--- src/rtl/adpcm_b_pcm_prefetch_if.sv ---
// rtl/adpcm_b_pcm_prefetch_if.sv - byte request port and word memory port of the PCM prefetcher
interface adpcm_b_pcm_prefetch_if;
  logic        req_valid;
  logic [23:0] req_addr;
  logic [7:0]  req_rdata;
  logic        req_ready;
  logic        mem_valid;
  logic [23:0] mem_addr;
  logic [31:0] mem_rdata;
  logic        mem_ready;

  // master: reader plus memory controller side; slave: the prefetch buffer
  modport master (
    output req_valid, req_addr, mem_rdata, mem_ready,
    input  req_rdata, req_ready, mem_valid, mem_addr
  );

  modport slave (
    input  req_valid, req_addr, mem_rdata, mem_ready,
    output req_rdata, req_ready, mem_valid, mem_addr
  );
endinterface

--- src/rtl/adpcm_b_pcm_prefetch.sv ---
// rtl/adpcm_b_pcm_prefetch.sv - two-line (cur/next) word prefetch buffer serving PCM byte reads
module adpcm_b_pcm_prefetch #(
  parameter bit PREFETCH_ENABLE = 1'b1
) (
  input  logic                          clk,
  input  logic                          reset,
  input  logic                          flush,
  input  logic                          count_reset,
  adpcm_b_pcm_prefetch_if.slave         bus,
  output logic [15:0]                   hit_count,
  output logic [15:0]                   miss_count
);

  typedef enum logic [1:0] {
    IDLE,
    DEMAND_FETCH,
    PREFETCH,
    PREFETCH_WAIT_DEMAND
  } state_t;

  state_t      state_q, state_d;
  logic [21:0] cur_tag_q, cur_tag_d, nxt_tag_q, nxt_tag_d;
  logic [31:0] cur_data_q, cur_data_d, nxt_data_q, nxt_data_d;
  logic        cur_v_q, cur_v_d, nxt_v_q, nxt_v_d;
  logic [23:0] lat_addr_q, lat_addr_d;
  logic        done_q, done_d;
  logic        flushed_q, flushed_d;
  logic        req_ready_q, req_ready_d;
  logic [7:0]  req_rdata_q, req_rdata_d;
  logic        mem_valid_q, mem_valid_d;
  logic [23:0] mem_addr_q, mem_addr_d;
  logic [15:0] hit_q, miss_q;
  logic        hit_inc, miss_inc;

  logic        accept;
  logic [21:0] req_tag;
  logic        req_hit_cur, req_hit_nxt, lat_hit_nxt;

  function automatic logic [7:0] pick(input logic [31:0] w, input logic [1:0] off);
    pick = w[{off, 3'b000} +: 8];
  endfunction

  // The ready cycle itself still shows req_valid high; it must not re-trigger.
  assign accept      = bus.req_valid && !req_ready_q;
  assign req_tag     = bus.req_addr[23:2];
  assign req_hit_cur = cur_v_q && (cur_tag_q == req_tag);
  assign req_hit_nxt = nxt_v_q && (nxt_tag_q == req_tag);
  assign lat_hit_nxt = nxt_v_q && (nxt_tag_q == lat_addr_q[23:2]);

  always_comb begin
    state_d     = state_q;
    cur_tag_d   = cur_tag_q;
    cur_data_d  = cur_data_q;
    cur_v_d     = cur_v_q;
    nxt_tag_d   = nxt_tag_q;
    nxt_data_d  = nxt_data_q;
    nxt_v_d     = nxt_v_q;
    lat_addr_d  = lat_addr_q;
    done_d      = done_q;
    flushed_d   = flushed_q;
    req_ready_d = 1'b0;
    req_rdata_d = req_rdata_q;
    mem_valid_d = mem_valid_q;
    mem_addr_d  = mem_addr_q;
    hit_inc     = 1'b0;
    miss_inc    = 1'b0;

    case (state_q)
      IDLE: begin
        if (accept) begin
          lat_addr_d = bus.req_addr;
          if (req_hit_cur) begin
            req_ready_d = 1'b1;
            req_rdata_d = pick(cur_data_q, bus.req_addr[1:0]);
            hit_inc     = 1'b1;
          end else if (req_hit_nxt) begin
            req_ready_d = 1'b1;
            req_rdata_d = pick(nxt_data_q, bus.req_addr[1:0]);
            hit_inc     = 1'b1;
            cur_tag_d   = nxt_tag_q;
            cur_data_d  = nxt_data_q;
            cur_v_d     = 1'b1;
            nxt_v_d     = 1'b0;
          end else begin
            miss_inc    = 1'b1;
            mem_valid_d = 1'b1;
            mem_addr_d  = {req_tag, 2'b00};
            flushed_d   = 1'b0;
            done_d      = 1'b0;
            state_d     = DEMAND_FETCH;
          end
        end else if (PREFETCH_ENABLE && cur_v_q && !nxt_v_q && !flush) begin
          mem_valid_d = 1'b1;
          mem_addr_d  = {cur_tag_q + 22'd1, 2'b00};
          flushed_d   = 1'b0;
          state_d     = PREFETCH;
        end
      end

      DEMAND_FETCH: begin
        if (!done_q) begin
          if (bus.mem_ready) begin
            mem_valid_d = 1'b0;
            cur_tag_d   = mem_addr_q[23:2];
            cur_data_d  = bus.mem_rdata;
            cur_v_d     = !flushed_q;
            nxt_v_d     = 1'b0;
            done_d      = 1'b1;
          end
        end else begin
          // Served from the stored word even if a flush left it invalid.
          req_ready_d = 1'b1;
          req_rdata_d = pick(cur_data_q, lat_addr_q[1:0]);
          done_d      = 1'b0;
          state_d     = IDLE;
        end
      end

      PREFETCH: begin
        if (bus.mem_ready) begin
          mem_valid_d = 1'b0;
          nxt_tag_d   = mem_addr_q[23:2];
          nxt_data_d  = bus.mem_rdata;
          nxt_v_d     = !flushed_q;
          state_d     = IDLE;
        end
        if (accept) begin
          lat_addr_d = bus.req_addr;
          if (req_hit_cur) begin
            req_ready_d = 1'b1;
            req_rdata_d = pick(cur_data_q, bus.req_addr[1:0]);
            hit_inc     = 1'b1;
          end else begin
            done_d  = bus.mem_ready;
            state_d = PREFETCH_WAIT_DEMAND;
          end
        end
      end

      PREFETCH_WAIT_DEMAND: begin
        if (!done_q) begin
          if (bus.mem_ready) begin
            mem_valid_d = 1'b0;
            nxt_tag_d   = mem_addr_q[23:2];
            nxt_data_d  = bus.mem_rdata;
            nxt_v_d     = !flushed_q;
            done_d      = 1'b1;
          end
        end else begin
          done_d = 1'b0;
          if (lat_hit_nxt) begin
            req_ready_d = 1'b1;
            req_rdata_d = pick(nxt_data_q, lat_addr_q[1:0]);
            hit_inc     = 1'b1;
            cur_tag_d   = nxt_tag_q;
            cur_data_d  = nxt_data_q;
            cur_v_d     = 1'b1;
            nxt_v_d     = 1'b0;
            state_d     = IDLE;
          end else begin
            miss_inc    = 1'b1;
            mem_valid_d = 1'b1;
            mem_addr_d  = {lat_addr_q[23:2], 2'b00};
            flushed_d   = 1'b0;
            state_d     = DEMAND_FETCH;
          end
        end
      end

      default: state_d = IDLE;
    endcase

    if (flush) begin
      cur_v_d = 1'b0;
      nxt_v_d = 1'b0;
      if (mem_valid_q) flushed_d = 1'b1;
    end
  end

  always_ff @(posedge clk) begin
    if (reset) begin
      state_q     <= IDLE;
      cur_tag_q   <= '0;
      cur_data_q  <= '0;
      cur_v_q     <= 1'b0;
      nxt_tag_q   <= '0;
      nxt_data_q  <= '0;
      nxt_v_q     <= 1'b0;
      lat_addr_q  <= '0;
      done_q      <= 1'b0;
      flushed_q   <= 1'b0;
      req_ready_q <= 1'b0;
      req_rdata_q <= '0;
      mem_valid_q <= 1'b0;
      mem_addr_q  <= '0;
    end else begin
      state_q     <= state_d;
      cur_tag_q   <= cur_tag_d;
      cur_data_q  <= cur_data_d;
      cur_v_q     <= cur_v_d;
      nxt_tag_q   <= nxt_tag_d;
      nxt_data_q  <= nxt_data_d;
      nxt_v_q     <= nxt_v_d;
      lat_addr_q  <= lat_addr_d;
      done_q      <= done_d;
      flushed_q   <= flushed_d;
      req_ready_q <= req_ready_d;
      req_rdata_q <= req_rdata_d;
      mem_valid_q <= mem_valid_d;
      mem_addr_q  <= mem_addr_d;
    end
  end

  always_ff @(posedge clk) begin
    if (reset || count_reset) begin
      hit_q  <= '0;
      miss_q <= '0;
    end else begin
      if (hit_inc && (hit_q != 16'hFFFF))   hit_q  <= hit_q + 16'd1;
      if (miss_inc && (miss_q != 16'hFFFF)) miss_q <= miss_q + 16'd1;
    end
  end

  assign bus.req_ready = req_ready_q;
  assign bus.req_rdata = req_rdata_q;
  assign bus.mem_valid = mem_valid_q;
  assign bus.mem_addr  = mem_addr_q;
  assign hit_count     = hit_q;
  assign miss_count    = miss_q;

endmodule

--- src/flat_wrapper.sv ---
// flat-port wrapper written by rule: the top's interface ports become plain ports
module adpcm_b_pcm_prefetch_flat 
#(
  parameter bit PREFETCH_ENABLE = 1'b1
)
  (clk, reset, flush, count_reset, hit_count, miss_count, bus_req_valid, bus_req_addr, bus_mem_rdata, bus_mem_ready, bus_req_rdata, bus_req_ready, bus_mem_valid, bus_mem_addr);
  adpcm_b_pcm_prefetch_if bus_i ();
  input  logic clk;
  input  logic reset;
  input  logic flush;
  input  logic count_reset;
  output logic [15:0] hit_count;
  output logic [15:0] miss_count;
  input wire logic [$bits(bus_i.req_valid)-1:0] bus_req_valid;
  input wire logic [$bits(bus_i.req_addr)-1:0] bus_req_addr;
  input wire logic [$bits(bus_i.mem_rdata)-1:0] bus_mem_rdata;
  input wire logic [$bits(bus_i.mem_ready)-1:0] bus_mem_ready;
  output wire logic [$bits(bus_i.req_rdata)-1:0] bus_req_rdata;
  output wire logic [$bits(bus_i.req_ready)-1:0] bus_req_ready;
  output wire logic [$bits(bus_i.mem_valid)-1:0] bus_mem_valid;
  output wire logic [$bits(bus_i.mem_addr)-1:0] bus_mem_addr;
  assign bus_i.req_valid = bus_req_valid;
  assign bus_i.req_addr = bus_req_addr;
  assign bus_i.mem_rdata = bus_mem_rdata;
  assign bus_i.mem_ready = bus_mem_ready;
  assign bus_req_rdata = bus_i.req_rdata;
  assign bus_req_ready = bus_i.req_ready;
  assign bus_mem_valid = bus_i.mem_valid;
  assign bus_mem_addr = bus_i.mem_addr;
  adpcm_b_pcm_prefetch #(.PREFETCH_ENABLE(PREFETCH_ENABLE)) u_core (.clk(clk), .reset(reset), .flush(flush), .count_reset(count_reset), .bus(bus_i), .hit_count(hit_count), .miss_count(miss_count));
endmodule
--- config.mk ---
export PLATFORM = sky130hd
export DESIGN_NAME = adpcm_b_pcm_prefetch_flat
export DESIGN_NICKNAME = d
export VERILOG_FILES = /design/src/rtl/adpcm_b_pcm_prefetch_if.sv /design/src/rtl/adpcm_b_pcm_prefetch.sv /design/src/flat_wrapper.sv
export SDC_FILE = /design/constraint.sdc
export NUM_CORES = 1
export LEC_CHECK = 0
export BUFFER_PORTS_ARGS = -buffer_cell sky130_fd_sc_hd__buf_4
export CORE_MARGIN = 2
export CORE_UTILIZATION = 45
export CTS_BUF_LIST = sky130_fd_sc_hd__clkbuf_8 sky130_fd_sc_hd__clkbuf_16
export CTS_CLUSTER_DIAMETER = 100
export DETAILED_ROUTE_END_ITERATION = 12
export GPL_TIMING_DRIVEN = 0
export SETUP_SLACK_MARGIN = 0.1
export SKIP_LAST_GASP = 1
export SYNTH_ARGS = -nofsm -noshare
export SYNTH_HDL_FRONTEND = slang
export SYNTH_SLANG_ARGS = --single-unit
--- constraint.sdc ---
create_clock -name clk -period 7.5 [get_ports clk]
set_input_delay 1.5 -clock clk [delete_from_list [all_inputs] [get_ports clk]]
set_output_delay 1.5 -clock clk [all_outputs]
set_load 0.01 [all_outputs]
* Word-level counts from Yosys, hierarchy flattened
Index checks and enable logic that the tools add are counted.
** Operators by class
- Equality and inequality tests :: 28
- Shifts and indexed selects :: 4
- Mux-type cells :: 108
- Add/subtract/negate cells :: 3
- Reduce and logical (&&, ||, !) cells :: 29
** Operators with widths (number)
- 32-bit 2-to-1 mux :: 9
- 22-bit 2-to-1 mux :: 9
- 24-bit 2-to-1 mux :: 6
- 32-bit by 6-bit variable part select with 8-bit output :: 4
- 32-bit case mux with 3 select lines :: 1
- 22-bit equality test :: 3
- 22-bit case mux with 3 select lines :: 1
- 8-bit 2-to-1 mux :: 8
- 32-bit case mux with 2 select lines :: 1
- 1-bit 2-to-1 mux :: 52
- 24-bit case mux with 2 select lines :: 1
- 22-bit case mux with 2 select lines :: 1
- 16-bit by 1-bit adder with 16-bit output (second input constant) :: 2
- 16-bit inequality test (second input constant) :: 2
- 8-bit case mux with 4 select lines :: 1
- 22-bit by 1-bit adder with 22-bit output (second input constant) :: 1
- 2-bit 2-to-1 mux :: 9
- 5-bit AND reduction :: 3
- 2-bit by 1-bit inequality test with 1-bit output (second input constant) :: 7
- 2-bit inequality test (second input constant) :: 7
- 3-bit inequality test (second input constant) :: 4
- 1-bit case mux with 4 select lines :: 3
- 6-bit AND reduction :: 2
- 1-bit case mux with 3 select lines :: 3
- other kinds (15) :: 32
** Storage, ports and cells
- Bits of input ports :: 62
- Logic and storage cells :: 188
- Output and inout port bits :: 66
- Flip-flop bits (word level) :: 204

* Longest topological paths before layout
Gate-level depths: netlist of run 1.
- Depth after elaboration :: 8
- Mapped depth :: 11
- Depth with buffers taken out :: 8

* Least setup slack after synthesis of run 1
OpenSTA, ideal clock, no wires.
- Path type :: input to register
- Start point :: input port bus_req_addr[9]
- End point :: register u_core.hit_q[3] (netlist: u_core.hit_count[3])
- Setup slack :: 3.938 ns
- Library setup time :: 0.135 ns
- Buffers on the path :: 2
- Stages on the path :: 9
- Data arrival time :: 3.427 ns
- Required time :: 7.365 ns
- Cell sequence :: xnor2_1 -> nand4_1 -> or4_4 -> nor4_4 -> a222oi_1 -> buf_6 -> buf_2 -> o311ai_0 -> o41ai_1
** Between the ends
- Longest elaborated chain between the ends :: 7
- Elaborated cells between the ends (all ways) :: 11
- Those cells by class :: eq/ne (2); mux (6); reduce/logical (3)
** RTL lines
- from (decl) :: RTL line flat_wrapper.sv:15 : input wire logic [$bits(bus_i.req_addr)-1:0] bus_req_addr;
- 22-bit equality test :: RTL line adpcm_b_pcm_prefetch.sv:47 : assign req_hit_nxt = nxt_v_q && (nxt_tag_q == req_tag);
- 1-bit logical AND :: RTL line adpcm_b_pcm_prefetch.sv:47
- 1-bit 2-to-1 mux :: RTL line adpcm_b_pcm_prefetch.sv:76 : end else if (req_hit_nxt) begin
- 1-bit 2-to-1 mux :: RTL line adpcm_b_pcm_prefetch.sv:72 : if (req_hit_cur) begin
- 1-bit 2-to-1 mux :: RTL line adpcm_b_pcm_prefetch.sv:70 : if (accept) begin
- 1-bit case mux with 3 select lines (*) :: RTL line adpcm_b_pcm_prefetch.sv:68 : case (state_q)
- 1-bit logical AND (*) :: RTL line adpcm_b_pcm_prefetch.sv:219 : if (hit_inc && (hit_q != 16'hFFFF)) hit_q <= hit_q + 16'd1;
- to (signal assigned) :: RTL line adpcm_b_pcm_prefetch.sv:219
- to (decl) :: RTL line adpcm_b_pcm_prefetch.sv:32 : logic [15:0] hit_q, miss_q;
Every way passes the cells marked *; elsewhere a longest branch is shown, timed or not.
A chain may end at the register's enable or synchronous reset.

* Final worst setup path of run 1
- Start point :: input port bus_req_addr[7]
- End point :: register u_core.miss_q[3] (netlist: u_core.miss_count[3])
** Between the ends
- Longest elaborated chain between the ends :: 7
- Elaborated cells between the ends (all ways) :: 9
- Those cells by class :: eq/ne (2); mux (4); reduce/logical (3)
** RTL lines
- 22-bit equality test :: RTL line adpcm_b_pcm_prefetch.sv:47
- 1-bit logical AND :: RTL line adpcm_b_pcm_prefetch.sv:47
- 1-bit 2-to-1 mux :: RTL line adpcm_b_pcm_prefetch.sv:76
- 1-bit 2-to-1 mux (*) :: RTL line adpcm_b_pcm_prefetch.sv:72
- 1-bit 2-to-1 mux (*) :: RTL line adpcm_b_pcm_prefetch.sv:70
- 1-bit case mux with 2 select lines (*) :: RTL line adpcm_b_pcm_prefetch.sv:68
- 1-bit logical AND (*) :: RTL line adpcm_b_pcm_prefetch.sv:220 : if (miss_inc && (miss_q != 16'hFFFF)) miss_q <= miss_q + 16'd1;
- to (signal assigned) :: RTL line adpcm_b_pcm_prefetch.sv:220
- to (decl) :: RTL line adpcm_b_pcm_prefetch.sv:32
Marks and branches as above.

==> flow_summary.json, run 1 <==
{
  "finalWirelength_um": 39900,
  "die_area_um2": 26300,
  "drcViolationCount": 0,
  "first_pass_iters": 5,
  "p_int_mw": 2.67,
  "cp_common_cell": "nor4_1",
  "syn_inst": 1336,
  "crit_required_ps": 7910,
  "diodes": 0,
  "wl_per_cell_um": 21.8,
  "die_h_um": 162,
  "crit_chain": "buf_4 > xnor2_1 > nand4_1 > nor4_1 > nand2_1 > a31oi_1 > clkbuf_1 > nor4_1 > o21a_1",
  "synthTopCellsByCount": "a21oi_1 (212), dfxtp_1 (202), nand2_1 (199), a211oi_1 (89), clkbuf_1 (84)",
  "slowest_stage": "a31oi_1",
  "clkTransAtPathRegs_ps": 60,
  "max_freq_mhz": 237,
  "crit_cells": 9,
  "maxSlewViolCount": 0,
  "io_pins": 128,
  "critPathArrivalTime_ps": 4640,
  "dp_hpwl_um": 29400,
  "worstSetupStartpoint": "bus_req_addr[7]",
  "period_needed_ps": 4230,
  "root_buffer": "clkbuf_16",
  "fin_crit_sh": 0.563,
  "cts_tree": "done",
  "critPathMaxFanout": 10,
  "synth_top_flop_cell": "dfxtp_1",
  "critPathTopFamily": "simple AND/OR/NAND/NOR gates",
  "syn_area_um2": 11200,
  "worstSetupStartpointType": "primary input",
  "switching_share": 0.413,
  "post_cts_buffers": 0,
  "rr_worst_depth": 8,
  "rsz0062_at_grt": "no",
  "post_cts_resized": 0,
  "numCtsBuffers": 24,
  "yosys.area_share.simple": 0.175,
  "syn2layout_area_growth_pct": 18.7,
  "postPlaceCellArea_um2": 12600,
  "multi_input_area_um2": 6700,
  "synth_top_family_by_area": "compound AO/OA/AOI/OAI gates",
  "cts.sinks": 202,
  "fillCellCount": 2374,
  "cp-endpoint": "u_core.miss_count[3]",
  "fin_area_um2": 13300,
  "grt_pass1_wl_um": 61200,
  "synthMuxAreaShare": 0.129,
  "p_leak_nw": 4.51,
  "htreeDepth": 1,
  "routed_via_density": 6.03,
  "critPathKind": "primary input to flip-flop",
  "synth_xor_area_frac": 0.0647,
  "seq_area_um2": 4040,
  "r2r_slack_ps": 3900,
  "fp.coreArea_um2": 24400,
  "yosys.area.top_type": "dfxtp_1",
  "worst_slew_pin_slew_ps": 1300,
  "status": "complete, no violations",
  "p_comb_frac": 0.411,
  "power.share.clock": 0.250,
  "hold_viol": 0,
  "cts_buffer_depth": 3,
  "gp_congestion": 0.965,
  "netlist.area_leader.share": 0.360,
  "endpoint_kind": "flip-flop",
  "antenna_found_initial": 0,
  "numPortBuffers": 122,
  "setup_viol": 0,
  "hold_path_class": "flip-flop to flip-flop",
  "powerDensity_nw_per_um2": 341,
  "drv_cap": 0,
  "grt_max_degree": 13,
  "slew_headroom": 0.127,
  "clkLatencyLatePin_ps": 540,
  "finalClockSkew_ps": 33.4,
  "std_cell_rows": 57,
  "max_stage_delay_ps": 740,
  "via_count": 11000,
  "die_w_um": 162,
  "rr_endpoint": "u_core.nxt_tag_q[12]",
  "power.switching_mw": 1.88,
  "synth_compound_area_frac": 0.218,
  "start_util": 0.461,
  "vdd_drop_max_v": 0.000174,
  "cts_hold_buf": 0,
  "r2r_start": "u_core.state_q[1]",
  "yosys.cell_types.count": 58,
  "track_usage": 0.299,
  "yosysWarnings": 0,
  "nets": 1554,
  "avgSynthCellArea_um2": 8.41,
  "p_seq_frac": 0.339,
  "gr-total-overflow": 0,
  "yosysMostFrequentCell": "a21oi_1",
  "ys_seq_elements": 202,
  "synthAdderAreaFrac": 0.00779,
  "synth_area_leaders": "dfxtp_1 (36%), a21oi_1 (9.4%), nand2_1 (6.6%), mux4_2 (6.4%), a211oi_1 (5.9%)",
  "synth_edf_count": 0,
  "synthArstFlopShare": 0,
  "finalSetupTns_ps": 0,
  "first_global_vias": 10300,
  "ys_seq_area_frac": 0.360,
  "ant_nets": 0,
  "drive_gt1_frac": 0.152,
  "path_buf_inv": 2,
  "drtIter0Drc": 1138
}
-- per-layer routing --
layer | vias up | wire length, um | global-route usage
met3 | 74 | 3200 | 0.0439
met2 | 485 | 17900 | 0.470
met1 | 5223 | 17600 | 0.424
met5 | - | 0 | 0
met4 | 0 | 1200 | 0.0957
li1 | 5237 | - | -
-- cell families (layout without fill, tap and decap cells) --
| group | after synthesis | in the layout |
|---|---|---|
| fa+ha+maj | 7 | 7 |
| flops | 202 | 202 |
| xor+xnor | 83 | 83 |
| other cells | 1 | 2 |
| buf+inv | 123 | 289 |
| compound gates | 400 | 400 |
| mux | 104 | 104 |
| simple gates | 416 | 416 |
-- worst min-delay path by stage --
stage          cells past startpoint                    end                  start
2_1_floorplan                      2  u_core.nxt_data_q[16]  u_core.nxt_data_q[16]
3_3_place_gp                       2  u_core.lat_addr_q[16]  u_core.lat_addr_q[16]
3_5_place_dp                       2  u_core.lat_addr_q[15]  u_core.lat_addr_q[15]
4_1_cts                            2  u_core.lat_addr_q[15]  u_core.lat_addr_q[15]
5_1_grt                            2   u_core.hit_count[10]   u_core.hit_count[10]
6_report                           2   u_core.lat_addr_q[8]   u_core.lat_addr_q[8]
-- placed cells by master (no fill, tap or decap), types with 15 or more instances in the layout --
| cell type | instances |
|---|---|
| a211oi_1 | 89 |
| a21oi_1 | 212 |
| buf_2 | 15 |
| buf_4 | 125 |
| clkbuf_1 | 84 |
| clkbuf_16 | 24 |
| dfxtp_1 | 202 |
| inv_1 | 16 |
| mux2i_1 | 64 |
| mux4_2 | 32 |
| nand2_1 | 199 |
| nand3_1 | 30 |
| nand4_1 | 31 |
| nor2_1 | 49 |
| o21ai_0 | 30 |
| or3_1 | 26 |
| xnor2_1 | 67 |
| xor2_1 | 16 |
-- flip-flops by register name (all words and copies together), names as in the netlist, 2 cells and up --
name	flops
u_core.state_q	2
u_core.nxt_data_q	32
u_core.cur_data_q	32
u_core.hit_count	16
u_core.bus.mem_addr	22
u_core.lat_addr_q	24
u_core.miss_count	16
u_core.bus.req_rdata	8
u_core.nxt_tag_q	22
u_core.cur_tag_q	22
-- through the flow --
stage	power (mW)	hold slack [ps]	instances	utilization	worst slack (ps)
CTS	4.53	486	1827	0.547	3430
global route	4.78	505	1827	0.547	3130
global placement	3.38	471	1783	0.515	2760
detailed placement	3.40	476	1783	0.515	2900
finish	4.55	485	1827	0.547	3270
floorplan	2.71	455	1337	-	3940
-- tightest hold or removal path: stages, from the launching register on --
cell and delay (ps):
dfxtp_1 330, nand2_1 60, a21oi_1 50
-- final cells by class --
type,instances,share of cell area
clock inverters,12,0.00516
repair buffers,122,0.0686
inverters,10,0.00281
clock buffers,32,0.0533
multi-input cells,1012,0.502
well taps,324,0.0304
plain buffers,113,0.0347
flip-flops and latches,202,0.303
-- power groups by stage --
stage	clock [mW]	combinational (mW)	sequential, mW
6_report	1.14	1.87	1.54
5_1_grt	1.20	2.02	1.57
4_1_cts	1.15	1.84	1.54
3_5_place_dp	0	1.84	1.56
3_3_place_gp	0	1.82	1.55
2_1_floorplan	0	1.21	1.50
Power figures use the tool's default switching activity.
==> run 2: changes to the inputs <==
--- a/config.mk
+++ b/config.mk
@@ -12,6 +12,7 @@
 export CTS_CLUSTER_DIAMETER = 100
 export DETAILED_ROUTE_END_ITERATION = 12
 export GPL_TIMING_DRIVEN = 0
+export PLACE_DENSITY = 0.66
 export SETUP_SLACK_MARGIN = 0.1
 export SKIP_LAST_GASP = 1
 export SYNTH_ARGS = -nofsm -noshare
==> constraint.sdc (replaced) <==
create_clock -name clk -period 3.8 [get_ports clk]
set_input_delay 0.76 -clock clk [delete_from_list [all_inputs] [get_ports clk]]
set_output_delay 0.76 -clock clk [all_outputs]
set_load 0.01 [all_outputs]
==> run 2 against run 1 <==
Sequential cell count unchanged. Worst hold slack improved by 4.0 ps. First-iteration DRC count rose by 1.1%. Clock-buffer cell count is 2 lower. Total power grew 100%. Sequential power rose by 98%. Register-to-register slack got worse by 3600 ps. Wire length decreased by 1.1%. Combinational power increased by 96%. Critical path type is now flip-flop to flip-flop. Global-route usage fell by 0.43 points. Final cell count shrank 0.16%. Non-clock buffer count is the same. Highest routed layer unchanged.
==> flow_summary.json, run 2 (synthesis gave the netlist of run 1 again) <==
{
  "p_leak_nw": 4.53,
  "diodes": 0,
  "gr-total-overflow": 0,
  "io_pins": 128,
  "numCtsBuffers": 23,
  "final_cell_mix": "a21oi_1 (212), dfxtp_1 (202), nand2_1 (199), buf_4 (125), a211oi_1 (89)",
  "power_mw": 9.23,
  "antenna_found_initial": 0,
  "root_buffer": "clkbuf_16",
  "std_cell_rows": 57,
  "track_usage": 0.295,
  "cts.sinks": 202,
  "multi_input_area_um2": 6700,
  "clkTransAtPathRegs_ps": 60,
  "grt_pass1_wl_um": 60900,
  "numPortBuffers": 122,
  "syn2layout_area_growth_pct": 19.5,
  "cts_tree": "done",
  "htreeDepth": 1,
  "hold_ws_ps": 489,
  "worst_slew_pin_slew_ps": 1250,
  "critPathArrivalTime_ps": 3900,
  "die_h_um": 162,
  "grt_max_degree": 14,
  "period_needed_ps": 3480,
  "hold_path_class": "flip-flop to flip-flop",
  "rsz0062_at_grt": "no",
  "ant_nets": 0,
  "first_global_vias": 10600,
  "setup_viol": 0,
  "fp.coreArea_um2": 24400,
  "drtIter0Drc": 1151,
  "seq_area_um2": 4040,
  "clkLatencyLatePin_ps": 520,
  "wl_per_cell_um": 21.6,
  "vdd_drop_max_v": 0.000345,
  "layout_commonest_cell": "a21oi_1",
  "cts_hold_buf": 0,
  "dp_hpwl_um": 28700,
  "max_freq_mhz": 287,
  "drv_cap": 0,
  "cts_buffer_depth": 3,
  "critPathMaxFanout": 10,
  "crit_required_ps": 4220,
  "first_pass_iters": 6,
  "finalSetupTns_ps": 0,
  "status": "complete, no violations",
  "die_area_um2": 26300,
  "die_w_um": 162,
  "critPathKind": "flip-flop to flip-flop",
  "finalWirelength_um": 39500,
  "drive_gt1_frac": 0.154,
  "start_util": 0.461,
  "routed_via_density": 6.16,
  "fillCellCount": 2337,
  "hold_viol": 0,
  "drcViolationCount": 0,
  "final_core_util": 0.550,
  "via_count": 11200,
  "top_regs": "u_core.cur_data_q x32, u_core.nxt_data_q x32, u_core.lat_addr_q x24",
  "slew_headroom": 0.158,
  "powerDensity_nw_per_um2": 687,
  "worstSetupStartpointType": "flip-flop",
  "maxSlewViolCount": 0,
  "nets": 1553,
  "endpoint_kind": "flip-flop",
  "fin_crit_sh": 0.916,
  "finalClockSkew_ps": 16.6,
  "gp_congestion": 0.978
}
run 2: worst paths after layout:
kind         cells after the start               endpoint  slack, ps                   from
max                              9   u_core.cur_tag_q[13]        320    u_core.nxt_tag_q[2]
min                              2  u_core.lat_addr_q[10]        490  u_core.lat_addr_q[10]
max reg2reg                      9   u_core.cur_tag_q[13]        320    u_core.nxt_tag_q[2]
min reg2reg                      2  u_core.lat_addr_q[10]        490  u_core.lat_addr_q[10]
run 2: final cells by class:
class / instances / share of cell area
Sequential cell: 202 / 0.301
Tap cell: 324 / 0.0302
Clock buffer: 30 / 0.0500
Inverter: 10 / 0.00280
Clock inverter: 11 / 0.0139
Buffer: 113 / 0.0345
Timing Repair Buffer: 122 / 0.0682
Multi-Input combinational cell: 1012 / 0.499
run 2: power by group:
part / internal [mW] / switching [mW]
clock: 1.58 / 0.925
combinational: 1.40 / 2.27
sequential: 2.56 / 0.494
total: 5.54 / 3.69
run 2: worst max-delay path, stage by stage, from the launching register on:
cell and delay (ps):
dfxtp_1 460, xnor2_1 220, nand4_1 200, nor4_1 840
a31oi_1 230, a21oi_1 200, buf_2 310, clkbuf_1 540
a21oi_1 150, a211oi_1 240
run 2: per-layer routing:
layer / routed length [um] / share of wire / GRT usage
met1: 17100 / 0.43 / 0.412
met2: 17500 / 0.44 / 0.462
met3: 3490 / 0.088 / 0.0508
met4: 1380 / 0.035 / 0.0998
met5: 0 / 0 / 0
run 2: per-stage QoR:
stage                     area [um^2]  instances  setup WS [ps]
after global routing            13400       1824            125
after floorplan                 11200       1337            978
final                           13400       1824            319
after CTS                       13400       1824            327
after global placement          12600       1783           95.4
after detailed placement        12600       1783            122
run 2: timing repair:
action | CTS | global route
setup buffers | 0 | 0
endpoints found under the setup margin | 0 | 10
hold endpoints to repair | 0 | 0
gates resized for setup | 0 | 1
